===== src/rtl/ras_ctrl.sv =====
// Return-address stack controller: CALL pushes, RET pops into ret_pc with a
// one-cycle redirect strobe; overflow/underflow park the FSM in ERROR until clear_err.
module ras_ctrl #(
    parameter int WIDTH = 18,
    parameter int DEPTH = 32,
    parameter int PTR_W = 5
) (
    input  logic             clock,
    input  logic             reset,
    input  logic             req_valid,
    output logic             req_ready,
    input  logic [1:0]       req_op,
    input  logic [WIDTH-1:0] call_pc,
    output logic [WIDTH-1:0] ret_pc,
    output logic             redirect_valid,
    output logic [PTR_W:0]   depth,
    output logic             full,
    output logic             empty,
    output logic             overflow,
    output logic             underflow,
    input  logic             clear_err
);

    // Handshake: a request transfers on a rising edge where req_valid and
    // req_ready are both 1; req_ready depends only on state (1 in IDLE).
    typedef enum logic [1:0] {
        IDLE     = 2'd0,
        POP      = 2'd1,
        REDIRECT = 2'd2,
        ERROR    = 2'd3
    } state_t;

    localparam logic [1:0]     OP_CALL   = 2'b01;
    localparam logic [1:0]     OP_RET    = 2'b10;
    localparam logic [PTR_W:0] DEPTH_MAX = (PTR_W + 1)'(DEPTH);
    localparam logic [PTR_W:0] ONE       = (PTR_W + 1)'(1);

    state_t             state_q, state_d;
    logic [PTR_W:0]     depth_q, depth_d;
    logic [PTR_W-1:0]   rd_addr_q, rd_addr_d;
    logic [WIDTH-1:0]   ret_pc_q, ret_pc_d;
    logic               redirect_q, redirect_d;
    logic               overflow_q, overflow_d;
    logic               underflow_q, underflow_d;
    logic               mem_we;
    logic [WIDTH-1:0]   mem_q [DEPTH];

    logic full_w, empty_w, accept;

    assign full_w  = (depth_q == DEPTH_MAX);
    assign empty_w = (depth_q == '0);
    assign accept  = req_valid && (state_q == IDLE);

    always_comb begin
        state_d     = state_q;
        depth_d     = depth_q;
        rd_addr_d   = rd_addr_q;
        ret_pc_d    = ret_pc_q;
        redirect_d  = 1'b0;
        overflow_d  = overflow_q;
        underflow_d = underflow_q;
        mem_we      = 1'b0;
        case (state_q)
            IDLE: begin
                if (accept && req_op == OP_CALL) begin
                    if (full_w) begin
                        overflow_d = 1'b1;
                        state_d    = ERROR;
                    end else begin
                        mem_we  = 1'b1;
                        depth_d = depth_q + ONE;
                    end
                end else if (accept && req_op == OP_RET) begin
                    if (empty_w) begin
                        underflow_d = 1'b1;
                        state_d     = ERROR;
                    end else begin
                        depth_d   = depth_q - ONE;
                        rd_addr_d = depth_d[PTR_W-1:0];
                        state_d   = POP;
                    end
                end
            end
            POP: begin
                ret_pc_d   = mem_q[rd_addr_q];
                redirect_d = 1'b1;
                state_d    = REDIRECT;
            end
            REDIRECT: begin
                state_d = IDLE;
            end
            ERROR: begin
                if (clear_err) begin
                    overflow_d  = 1'b0;
                    underflow_d = 1'b0;
                    state_d     = IDLE;
                end
            end
            default: state_d = IDLE;
        endcase
    end

    always_ff @(posedge clock) begin
        if (reset) begin
            state_q     <= IDLE;
            depth_q     <= '0;
            rd_addr_q   <= '0;
            ret_pc_q    <= '0;
            redirect_q  <= 1'b0;
            overflow_q  <= 1'b0;
            underflow_q <= 1'b0;
        end else begin
            state_q     <= state_d;
            depth_q     <= depth_d;
            rd_addr_q   <= rd_addr_d;
            ret_pc_q    <= ret_pc_d;
            redirect_q  <= redirect_d;
            overflow_q  <= overflow_d;
            underflow_q <= underflow_d;
        end
    end

    // Storage is deliberately not cleared by reset; only the write is gated.
    always_ff @(posedge clock) begin
        if (mem_we && !reset) begin
            mem_q[depth_q[PTR_W-1:0]] <= call_pc;
        end
    end

    assign req_ready      = (state_q == IDLE);
    assign ret_pc         = ret_pc_q;
    assign redirect_valid = redirect_q;
    assign depth          = depth_q;
    assign full           = full_w;
    assign empty          = empty_w;
    assign overflow       = overflow_q;
    assign underflow      = underflow_q;

endmodule


===== config.mk =====
export PLATFORM = sky130hd
export DESIGN_NAME = ras_ctrl
export DESIGN_NICKNAME = d
export VERILOG_FILES = /design/src/rtl/ras_ctrl.sv
export SDC_FILE = /design/constraint.sdc
export NUM_CORES = 1
export LEC_CHECK = 0
export ABC_AREA = 1
export CORE_MARGIN = 4
export CORE_UTILIZATION = 55
export CTS_CLUSTER_DIAMETER = 100
export DETAILED_ROUTE_END_ITERATION = 8
export GPL_TIMING_DRIVEN = 0
export MAX_ROUTING_LAYER = met4
export PLACE_DENSITY_LB_ADDON = 0.12
export SLEW_MARGIN = 10
export SYNTH_ARGS = -nofsm -noshare
export SYNTH_HDL_FRONTEND = slang
export SYNTH_SLANG_ARGS = --single-unit

===== constraint.sdc =====
create_clock -name clock -period 6.47 [get_ports clock]
set_input_delay 1.6175 -clock clock [delete_from_list [all_inputs] [get_ports clock]]
set_output_delay 1.6175 -clock clock [all_outputs]
set_load 0.02 [all_outputs]

==> impl_summary.txt, run 1 <==
----------------------------------------------------
[Pwr]
  Power per cell area ... 348 mW/mm2
  Total leakage power ... 10.3 nW
  Sw power ... 0.00307 W
  Switching portion of total power ... 0.312
  Relative contribution of the clock network to total power ... 0.329
  Sequential fraction of design power ... 0.455
  VDD IR max ... 270 uV
  Part of the power in combinational logic ... 0.216
  Internal Power ... roughly 0.0068 W

[Clocking]
  Total number of clock tree sinks ... 610
  Clk Latency, worst-skew pair ... 0.63 ns
  Postcts setup bufs ... 0
  TritonCTS clock tree ... done
  Clock-pin transition on the worst setup and hold timing paths ... roughly 0.060 ns
  Hold-fix buffers, CTS ... 0
  Number of gates given a new drive strength after cts ... 0
  Clock buffers created by TritonCTS ... 60
  CTS root buf ... sky130_fd_sc_hd__clkbuf_16
  H-tree lvl count ... 2
  Maximum clock insertion buffer count ... 3

[GRT]
  Remaining global-route overflow ... 0
  Number of antenna violations at the first check in global routing ... 2
  Number of global-route vias before repair ... 16310
  Maximum number of pins on one net before global-route repair ... 33
  Total track usage ... 0.332
  Wire length of the first global-routing pass ... 111000 um

[Run status]
  Result of the run ... finished, final reports clean

[Floorplan]
  Width of the chip ... between 200 and 250 um
  I/O pin cnt ... 54
  Number of rows in the core area ... 77
  Starting utilization of the core area ... 0.559
  Area enclosed by the die boundary ... 0.0486 mm2
  Area of the core ... 0.0444 mm2
  Die height ... 220 um

[Drt]
  Average routed wire per standard cell ... 26.5 um
  Count of unresolved DRC violations after routing ... 0
  Number of routed nets with antenna violations ... 0
  Detailed-routing iteration count for the pre-antenna-repair pass ... 6
  Total Wirelength ... 77700 um
  DR vias/cell ... 5.91
  Initial drt markers ... 2286
  Routed vias ... 17355

[Synth]
  Dominant cells by area after synthesis ... sky130_fd_sc_hd__edfxtp_1 (70%), sky130_fd_sc_hd__nand2_1 (12%), sky130_fd_sc_hd__nand3_1 (9.7%), sky130_fd_sc_hd__dfxtp_1 (2.7%), sky130_fd_sc_hd__buf_2 (0.87%)
  Area fraction of the dominant cell type after synthesis ... 0.697
  Synthesized instance count ... 2147
  EDFF count, synth ... 576
  Synth Warn # ... 0
  Number of distinct standard cells referenced by the synthesized netlist ... 35
  Synth Cell Area ... 0.0248 mm2
  Syn avg cell area ... about 12 um2
  Synth async-reset ratio ... 0
  Biggest area consumer among synthesized cells ... sky130_fd_sc_hd__edfxtp_1
  Register bit count reported by yosys ... 610
  Most frequently used flop master after synthesis ... sky130_fd_sc_hd__edfxtp_1
  Syn_nets ... 2175
  Sequential-to-total area share from yosys stat ... 0.725

[Setup path]
  Number of cells on the worst reg-to-reg path ... 10
  Worst reg2reg path endpoint ... mem_q[5][14]
  Required time reported for the critical path endpoint ... 4.85 ns
  Register-to-register path setup slack ... 3.44 ns
  Crit Reg-Reg Startpoint ... depth[0]
  Critical-path cell list ... inv_1 -> ha_1 -> nand3_2 -> nor2_2 -> clkdlybuf4s50_1
  Cell family with the largest share of critical-path delay ... buffers and inverters
  Startpoint type of the worst setup path ... flip-flop
  Worst path buffer plus inverter count ... 2
  Delay contributed by the slowest stage of the critical path ... 0.65 ns
  Worst-path cell with the longest stage delay ... sky130_fd_sc_hd__clkdlybuf4s50_1
  Start-to-end type of the worst setup path ... reg2out
  Maximum fanout encountered on the critical timing path ... 7
  Type of destination of the critical path ... primary output
  Critical path data arrival time ... 2.63 ns

[Placement]
  DPL Wire Length ... between 50000 and 60000 um
  Port Buffers ... 53
  Pre-CTS setup slack ... 2.32 ns
  Area after DPL ... 0.0266 mm2
  Routability-driven placement congestion ratio ... 0.994

[Layout]
  Multi-input logic area ... 0.00619 mm2
  Area growth from synthesis to layout ... 14.4%
  Fraction of layout cells with a size suffix above 1 ... 0.111
  Post-layout instance area ... 0.0284 mm2
  Commonest non-fill, non-tap cell in the layout ... sky130_fd_sc_hd__nand2_1
  Sequential standard cell area ... roughly 0.018 mm2
  Number of nets in the final layout ... 2320
  Final core utilization ... 0.639
  Filler cell count ... 3505
  Most frequent cells in the layout ... sky130_fd_sc_hd__nand2_1 (764), sky130_fd_sc_hd__edfxtp_1 (576), sky130_fd_sc_hd__nand3_1 (479)

[Timing]
  Unrepaired setup endpoints after global routing ... no
  Slew margin rel. ... 0.361
  Final setup violation count ... 0
  Fin Hold WS ... 0.455 ns
  Setup_tns ... 0 ns
  Measured slew at the worst slew-check pin ... ~0.96 ns
  Final period demand of the worst path ... approximately 4.3 ns
  Slew Viols, Final ... 0
  Final Worst Setup Slack ... around 2.2 ns
  Max Freq ... 0.235 GHz
  Number of hold-slack violations in the final timing report ... 0
  Part of the cycle the worst path needs ... 0.657
  Worst setup skew after layout ... 0.0150 ns

[Min path]
  Number of cells traversed by the worst hold path ... 2
  Hold/Removal Path Class ... reg2reg
  Worst Hold Path EP ... overflow
  Startpoint of the lowest-slack hold path ... overflow

[Flow run]
  Max-cap check violation count ... 0

----------------------------------------------------
## flip-flops by register name, summed over array words and instances, names as in the netlist
name and flops:
state_q 2, redirect_valid 1, overflow 1, mem_q 576, depth 6, underflow 1
rd_addr_q 5, ret_pc 18
## cells in the mapped netlist, types with 2 or more instances
cell / n
sky130_fd_sc_hd__a21oi_1: 28
sky130_fd_sc_hd__buf_1: 28
sky130_fd_sc_hd__buf_2: 43
sky130_fd_sc_hd__buf_4: 26
sky130_fd_sc_hd__buf_6: 2
sky130_fd_sc_hd__clkbuf_1: 29
sky130_fd_sc_hd__clkinv_2: 3
sky130_fd_sc_hd__dfxtp_1: 34
sky130_fd_sc_hd__edfxtp_1: 576
sky130_fd_sc_hd__ha_1: 4
sky130_fd_sc_hd__inv_1: 15
sky130_fd_sc_hd__inv_2: 6
sky130_fd_sc_hd__nand2_1: 764
sky130_fd_sc_hd__nand2_2: 3
sky130_fd_sc_hd__nand2_4: 5
sky130_fd_sc_hd__nand3_1: 479
sky130_fd_sc_hd__nor2_1: 46
sky130_fd_sc_hd__nor2_2: 2
sky130_fd_sc_hd__nor2_4: 5
sky130_fd_sc_hd__nor3_1: 2
sky130_fd_sc_hd__o21ai_0: 27
sky130_fd_sc_hd__o21ai_1: 2
sky130_fd_sc_hd__xor2_1: 6
## metrics by stage
step | power [W] | instances
floorplan | 0.00573 | 2147
global placement | 0.00663 | 2792
detailed placement | 0.00667 | 2822
CTS | 0.00985 | 2932
global route | 0.0102 | 2933
finish | 0.00987 | 2935
## kinds of logic after synthesis
group,share of synthesized area
buffers and inverters,0.0300
and+or+nand+nor,0.228
adders and majority gates,0.00202
DFF,0.725
xor gates and xnor gates,0.00247
AOI/OAI and AO/OA,0.0131
## how the worst max path moves through the flow
stage,startpoint,endpoint,slack [ns],depth (start not counted)
2_1_floorplan,req_valid,mem_q[10][0],2.97,8
3_3_place_gp,req_valid,mem_q[1][8],1.44,9
3_5_place_dp,req_valid,mem_q[5][10],2.32,10
4_1_cts,depth[0],empty,2.18,5
5_1_grt,depth[0],empty,2.09,5
6_report,depth[0],empty,2.22,5
## power groups by stage
stage	combinational (W)	clock (W)	sequential (W)
global route	0.00227	0.00344	0.00450
finish	0.00213	0.00324	0.00449
global placement	0.00205	0	0.00458
floorplan	0.00111	0	0.00462
detailed placement	0.00209	0	0.00457
CTS	0.00210	0.00326	0.00449
## worst min-delay path: cells and delay by family, from the launching register on
| family | cells | cell delay (ns) |
|---|---|---|
| compound gates | 1 | 0.06 |
| buf+inv | 1 | 0.05 |
| flops | 1 | 0.31 |
## routing by layer
| metal | routed length, um | part of all wire | global-route usage | up-vias |
|---|---|---|---|---|
| li1 | - | - | - | 7814 |
| met1 | 31000 | 0.40 | 0.464 | 8443 |
| met2 | 36300 | 0.47 | 0.514 | 955 |
| met3 | 8090 | 0.10 | 0.0575 | 143 |
| met4 | 2330 | 0.030 | 0.0898 | 0 |
| met5 | 0 | 0 | - | - |
## cell type report
cell class                 instances  area share
sequential                       610       0.633
multi-input combinational       1384       0.218
antenna                            3    0.000264
clock inverter                    26     0.00507
clock buffer                      84      0.0582
timing repair buffer              83      0.0325
inverter                          25     0.00344
tap                              592      0.0261
buffer                           128      0.0228
No activity file was read; power rests on OpenSTA's default activity.
==> inputs of run 2 (changes only) <==
clock period = 4.4 ns   (was 6.47 ns; I/O delays follow)
==> results of run 2 <==
The final DEF is identical to that of run 1. Status: finished, final reports clean.
Among the figures that moved: setup slack after placement 2.32 ns -> 0.772 ns; setup slack after layout 2.22 ns -> 0.667 ns; register-to-register setup slack 3.44 ns -> 1.37 ns; total power 0.00987 W -> 0.0145 W; worst IR drop on VDD 270 uV -> 397 uV
==> RTL edit 1, RTL diff (config.mk and constraints of run 1) <==
Reset style: asynchronous (`reset`), changed in one clocked block.
--- a/src/rtl/ras_ctrl.sv
+++ b/src/rtl/ras_ctrl.sv
@@ -101,5 +101,5 @@
     end
 
-    always_ff @(posedge clock) begin
+    always_ff @(posedge clock or posedge reset) begin
         if (reset) begin
             state_q     <= IDLE;
Check against the original RTL: differs if reset is asserted again (counterexample within 4 cycles, from zero or initial values and one cycle with reset high); with reset held inactive, the same outputs for 4 cycles.
==> RTL edit 1 against run 1 <==
Register-to-register slack better by 0.10 ns. Clock skew is 0.011 ns higher. Routed wire length is 0.17% lower. Sequential share of layout area hardly changed. Cell area is 1.0% higher. Critical path depth stayed put. Sequential cell count stayed put. Non-clock buffer count is 6 lower. Area after synthesis is 0.84% higher. Via count is 1.0% lower. Worst setup slack worse by 0.030 ns. Critical path type unchanged. Largest cell class unchanged.
Power is not compared: it rests on default switching activity, and its combinational part moved more than twofold at a synthesized area within 25%.
==> RTL edit 1: results (changes against run 1) <==
| Metric | Value |
|---|---|
| Ranking of synthesized cells by area | edfxtp_1 (69%), nand2_1 (12%), nand3_1 (9.9%) (was edfxtp_1 (70%), nand2_1 (12%), nand3_1 (9.7%)) |
| Synth unique cells | 35 (unchanged) |
| Largest net degree at the start of global routing | 35 (was 33) |
| First-pass GRT wire length | 111,000 µm (about the same) |
| Crit-path max FO | 7 (unchanged) |
| Worst hold path type | flop to flop (unchanged) |
| Placer congestion estimate | 1.03 (was 0.994) |
| CP arrival | 2.66 ns (was 2.63 ns) |
| Syn nets | 2,160 (was 2,175) |
| Status | finished clean (unchanged) |
| Synth cell count leaders | nand2_1 (785), edfxtp_1 (576), nand3_1 (495) (was nand2_1 (764), edfxtp_1 (576), nand3_1 (479)) |
| H-tree Lvls | 2 (unchanged) |
| Postcts setup bufs | 0 (unchanged) |
| Synth warnings | 0 (unchanged) |
| Placed Cells incl. Taps | 2,805 (was 2,822) |
| Seq/Total Area, Yosys | 72.5% (about the same) |
| Maximum vdd drop | 0.252 mV |
| Dpl hpwl | 53,600 µm (was 51,900 µm) |
| Post-Route WL | 77,600 µm (was 77,700 µm) |
| FFs w/ async S/R, synth | 5.57% (was 0%) |
| Filler-free cell count of the finished design | 2,917 (was 2,935) |
| Mapped Cells | 2,131 (was 2,147) |
| Max Root-Sink Buffers | 3 (unchanged) |
| Number of buffers added on ports | 53 (unchanged) |
| Nets | 2,303 (was 2,320) |
| Insertion delay to the later sink of the worst-skew pair | 0.64 ns |
| Initial DRC count | 2,302 (was 2,286) |
| Drt pass-1 iters | 6 (unchanged) |
| Pleak | ~11 nW |
| GRT Util Overall | 32.2% (was 33.2%) |
| Tightest Pin Transition | 0.911 ns (was 0.958 ns) |
| Max reg flops | 576 (unchanged) |
| Post-synth EDFFs | 576 (unchanged) |
| Vias in the first global route | 16,000 (was 16,300) |
| Post-CTS Resized | 0 (unchanged) |
| Clock root buffer master | clkbuf_16 (unchanged) |
| Fraction of layout cells with a size suffix above 1 | 11.8% (was 11.1%) |
| CTS Buf Count | 59 (was 60) |
| Clock transition at path regs | 0.06 ns (about the same) |
| Clk_skew | 0.0255 ns (was 0.0150 ns) |
| Initial antenna violation count | 1 (was 2) |
| Switch share | just under 40% |
| Via count | 17,200 (was 17,400) |
==> RTL edit 1: changes by cell type after synthesis, sizes merged, moves of 7 or more <==
cell and change:
nand3 +16, a21oi -27, buf +7, nand2 +20, o21ai -9, dfxtp -34, dfrtp +34, clkbuf -12
nor2 -10
==> RTL edit 1: worst paths after layout <==
kind | start | end | slack [ns] | depth (start not counted)
min in group asynchronous | reset | ret_pc[4] | 1.65 | 2
hold / removal | ret_pc[2] | ret_pc[2] | 0.48 | 2
hold reg to reg | ret_pc[2] | ret_pc[2] | 0.48 | 2
setup reg to reg | depth[0] | mem_q[1][15] | 3.54 | 10
setup / recovery | depth[0] | full | 2.19 | 5
max in group asynchronous | reset | ret_pc[12] | 4.30 | 2
==> RTL edit 1: critical path, cell delays in order (launching register included) <==
cell and delay (ns):
dfrtp_1 0.45, inv_1 0.23, ha_1 0.29, nand3_2 0.18
nor2_2 0.22, clkdlybuf4s50_1 0.67
==> RTL edit 1: layout make-up <==
type / instances / area, µm²
Inverter: 26 / 113
Timing Repair Buffer: 82 / 938
Clock inverter: 30 / 214
Clock buffer: 81 / 1640
Tap cell: 592 / 741
Sequential cell: 610 / 18100
Antenna cell: 1 / 2.50
Buffer: 123 / 744
Fill cell: 3414 / 15900
Multi-Input combinational cell: 1372 / 6130
==> RTL edit 1: logic make-up after synthesis <==
family | Yosys count | synth area share [%]
compound gates | 25 | 0.580
xor+xnor | 7 | 0.245
fa+ha+maj | 5 | 0.250
buf+inv | 149 | 3.43
flops | 610 | 72.5
simple gates | 1335 | 23.0
==> RTL edit 1: power by group through the flow <==
| stage | Clock [mW] | Sequential (mW) | Combinational, mW |
|---|---|---|---|
| floorplan | 0 | 4.67 | 2.65 |
| global placement | 0 | 4.61 | 4.56 |
| detailed placement | 0 | 4.60 | 4.64 |
| CTS | 3.34 | 4.52 | 4.66 |
| global route | 3.51 | 4.53 | 5.06 |
| finish | 3.31 | 4.52 | 4.74 |
==> RTL edit 1: metal layers <==
layer | track usage, % | share of wire, %
met3 | 6.00 | 10
met5 | - | 0
met4 | 9.62 | 3.6
met1 | 45.2 | 40
met2 | 48.8 | 46
==> RTL edit 1: per-stage QoR <==
step | cell area, µm² | power, mW | setup WS [ns]
6_report | 28700 | 12.6 | 2.19
5_1_grt | 28700 | 13.1 | 2.13
4_1_cts | 28700 | 12.5 | 2.20
3_5_place_dp | 26800 | 9.24 | 2.29
3_3_place_gp | 26300 | 9.17 | 1.38
2_1_floorplan | 25000 | 7.32 | 2.94
==> RTL edit 2, RTL diff (settings of run 1) <==
Without the edit above. The parameter `PTR_W` goes from 5 to 4.
--- a/src/rtl/ras_ctrl.sv
+++ b/src/rtl/ras_ctrl.sv
@@ -4,5 +4,5 @@
     parameter int WIDTH = 18,
     parameter int DEPTH = 32,
-    parameter int PTR_W = 5
+    parameter int PTR_W = 4
 ) (
     input  logic             clock,
Ports: changed (resized depth); port bits go from 54 to 53. The function was not compared with the original's and may differ.
==> RTL edit 2 against run 1 <==
Sequential power shrank 48%. Via count down 47%. Routed wire length decreased by 56%. Cell area fell by 45%. Worst setup slack improved by 0.34 ns. Sequential cell count is 290 lower. Power is 51% lower. Area after synthesis is 47% lower. Sequential share of layout area is 3.5 points lower. Hold slack lost 0.012 ns. Count of clock-buffer cells in the layout down 35. Largest power group unchanged.
==> RTL edit 2: results (changes against run 1) <==
| Metric | Value |
|---|---|
| First-pass GRT wire length | 52,000 µm (was 111,000 µm) |
| Via-per-instance ratio | 5.66 (was 5.91) |
| Synth warnings | 0 (unchanged) |
| FFs w/ async S/R, synth | 0% (unchanged) |
| Num Clock Sinks | 320 (was 610) |
| Placed Area | 14,300 µm² (was 26,600 µm²) |
| Tightest Pin Transition | 0.850 ns (was 0.958 ns) |
| Placer congestion estimate | 0.891 (was 0.994) |
| Seq/Total Area, Yosys | 70.6% (was 72.5%) |
| Status | finished clean (unchanged) |
| Initial DRC count | 966 (was 2,286) |
| Drt wl/cell | 21.0 µm (was 26.5 µm) |
| Drt pass-1 iters | 5 (was 6) |
| Synth Area per Inst | 11.1 µm² (was 11.6 µm²) |
| N_diodes | 0 (was 3) |
| Largest net degree at the start of global routing | 17 (was 33) |
| Insertion delay to the later sink of the worst-skew pair | 0.51 ns (was 0.63 ns) |
| Pleak | 5.84 nW (was 10.3 nW) |
| Post-CTS Resized | 0 (unchanged) |
| Placed Cells incl. Taps | 1,568 (was 2,822) |
| Initial antenna violation count | 0 (was 2) |
| Nets | 1,314 (was 2,320) |
| Max stage delay on crit path | 0.52 ns (was 0.65 ns) |
| Synth unique cells | 29 (was 35) |
| Worst hold path type | flop to flop (unchanged) |
| Top FF cell, synth | edfxtp_1 (unchanged) |
| Post-synth EDFFs | 288 (was 576) |
| GRT Util Overall | 26.9% (was 33.2%) |
| Post-Route WL | 34,200 µm (was 77,700 µm) |
| Vias in the first global route | 8,708 (was 16,300) |
| Pre-CTS setup slack | 2.53 ns (was 2.32 ns) |
| Clk_skew | 0.0182 ns (was 0.0150 ns) |
| Synth cell count leaders | nand2_1 (402), edfxtp_1 (288), nand3_1 (240) (was nand2_1 (764), edfxtp_1 (576), nand3_1 (479)) |
| Max Root-Sink Buffers | 3 (unchanged) |
| CTS Buf Count | 34 (was 60) |
| Clock root buffer master | clkbuf_16 (unchanged) |
| Syn nets | 1,211 (was 2,175) |
| Max reg flops | 288 (was 576) |
| H-tree Lvls | 2 (unchanged) |
| Ranking of synthesized cells by area | edfxtp_1 (66%), nand2_1 (11%), nand3_1 (9.1%) (was edfxtp_1 (70%), nand2_1 (12%), nand3_1 (9.7%)) |
| Dpl hpwl | 23,300 µm (was 51,900 µm) |
| Crit-path max FO | 7 (unchanged) |
| Number of buffers added on ports | 51 (was 53) |
| Postcts setup bufs | 0 (unchanged) |
| Hold Vio Cnt, Final | 0 (unchanged) |
| CP max stage cell | clkdlybuf4s50_1 (unchanged) |
| Fraction of layout cells with a size suffix above 1 | 11.6% (was 11.1%) |
| Maximum vdd drop | 0.197 mV (was 0.270 mV) |
| Clock transition at path regs | 0.06 ns (about the same) |
## RTL edit 2: kinds of logic (layout without fill, tap and decap cells)
group                    after synthesis  after routing  share of synthesized area (%)
adder cells (fa/ha/maj)                5              5                          0.476
AND/OR/NAND/NOR                      724            724                           23.9
flip-flops                           320            320                           70.6
AO/OA/AOI/OAI                         23             23                          0.885
buffers and inverters                106            235                           3.88
XOR/XNOR                               4              4                          0.266
## RTL edit 2: metal layers
layer	share of wire, %	global-route usage (%)	vias to the layer above
li1	-	-	4253
met1	42	36.8	4429
met2	47	42.3	447
met3	8.4	4.20	92
met4	3.2	8.01	0
met5	0	-	-
## RTL edit 2: worst paths after layout
check             slack, ns  cells after the start           to     start
setup reg to reg       3.87                      8  mem_q[3][5]  depth[0]
setup / recovery       2.56                      6         full  depth[0]
hold reg to reg        0.44                      2     overflow  overflow
hold / removal         0.44                      2     overflow  overflow
## RTL edit 2: layout make-up
| cell class | instances | area [µm²] |
|---|---|---|
| well taps | 319 | 399 |
| fillers | 1790 | 7940 |
| repair buffers | 67 | 743 |
| clock buffers | 49 | 1020 |
| plain buffers | 66 | 358 |
| multi-input cells | 756 | 3400 |
| inverters | 40 | 153 |
| clock inverters | 13 | 171 |
| flip-flops and latches | 320 | 9290 |
## RTL edit 2: where the power goes
| group | internal (mW) | switching [mW] | total (mW) |
|---|---|---|---|
| clock | 1.26 | 0.781 | 2.05 |
| sequential | 2.30 | 0.0349 | 2.34 |
| combinational | 0.171 | 0.269 | 0.440 |
## RTL edit 2: worst max-delay path, delay by kind of cell, from the launching register on
kind	cells	cell delay (ns)
buf+inv	4	0.86
fa+ha+maj	1	0.29
simple gates	1	0.15
flops	1	0.47
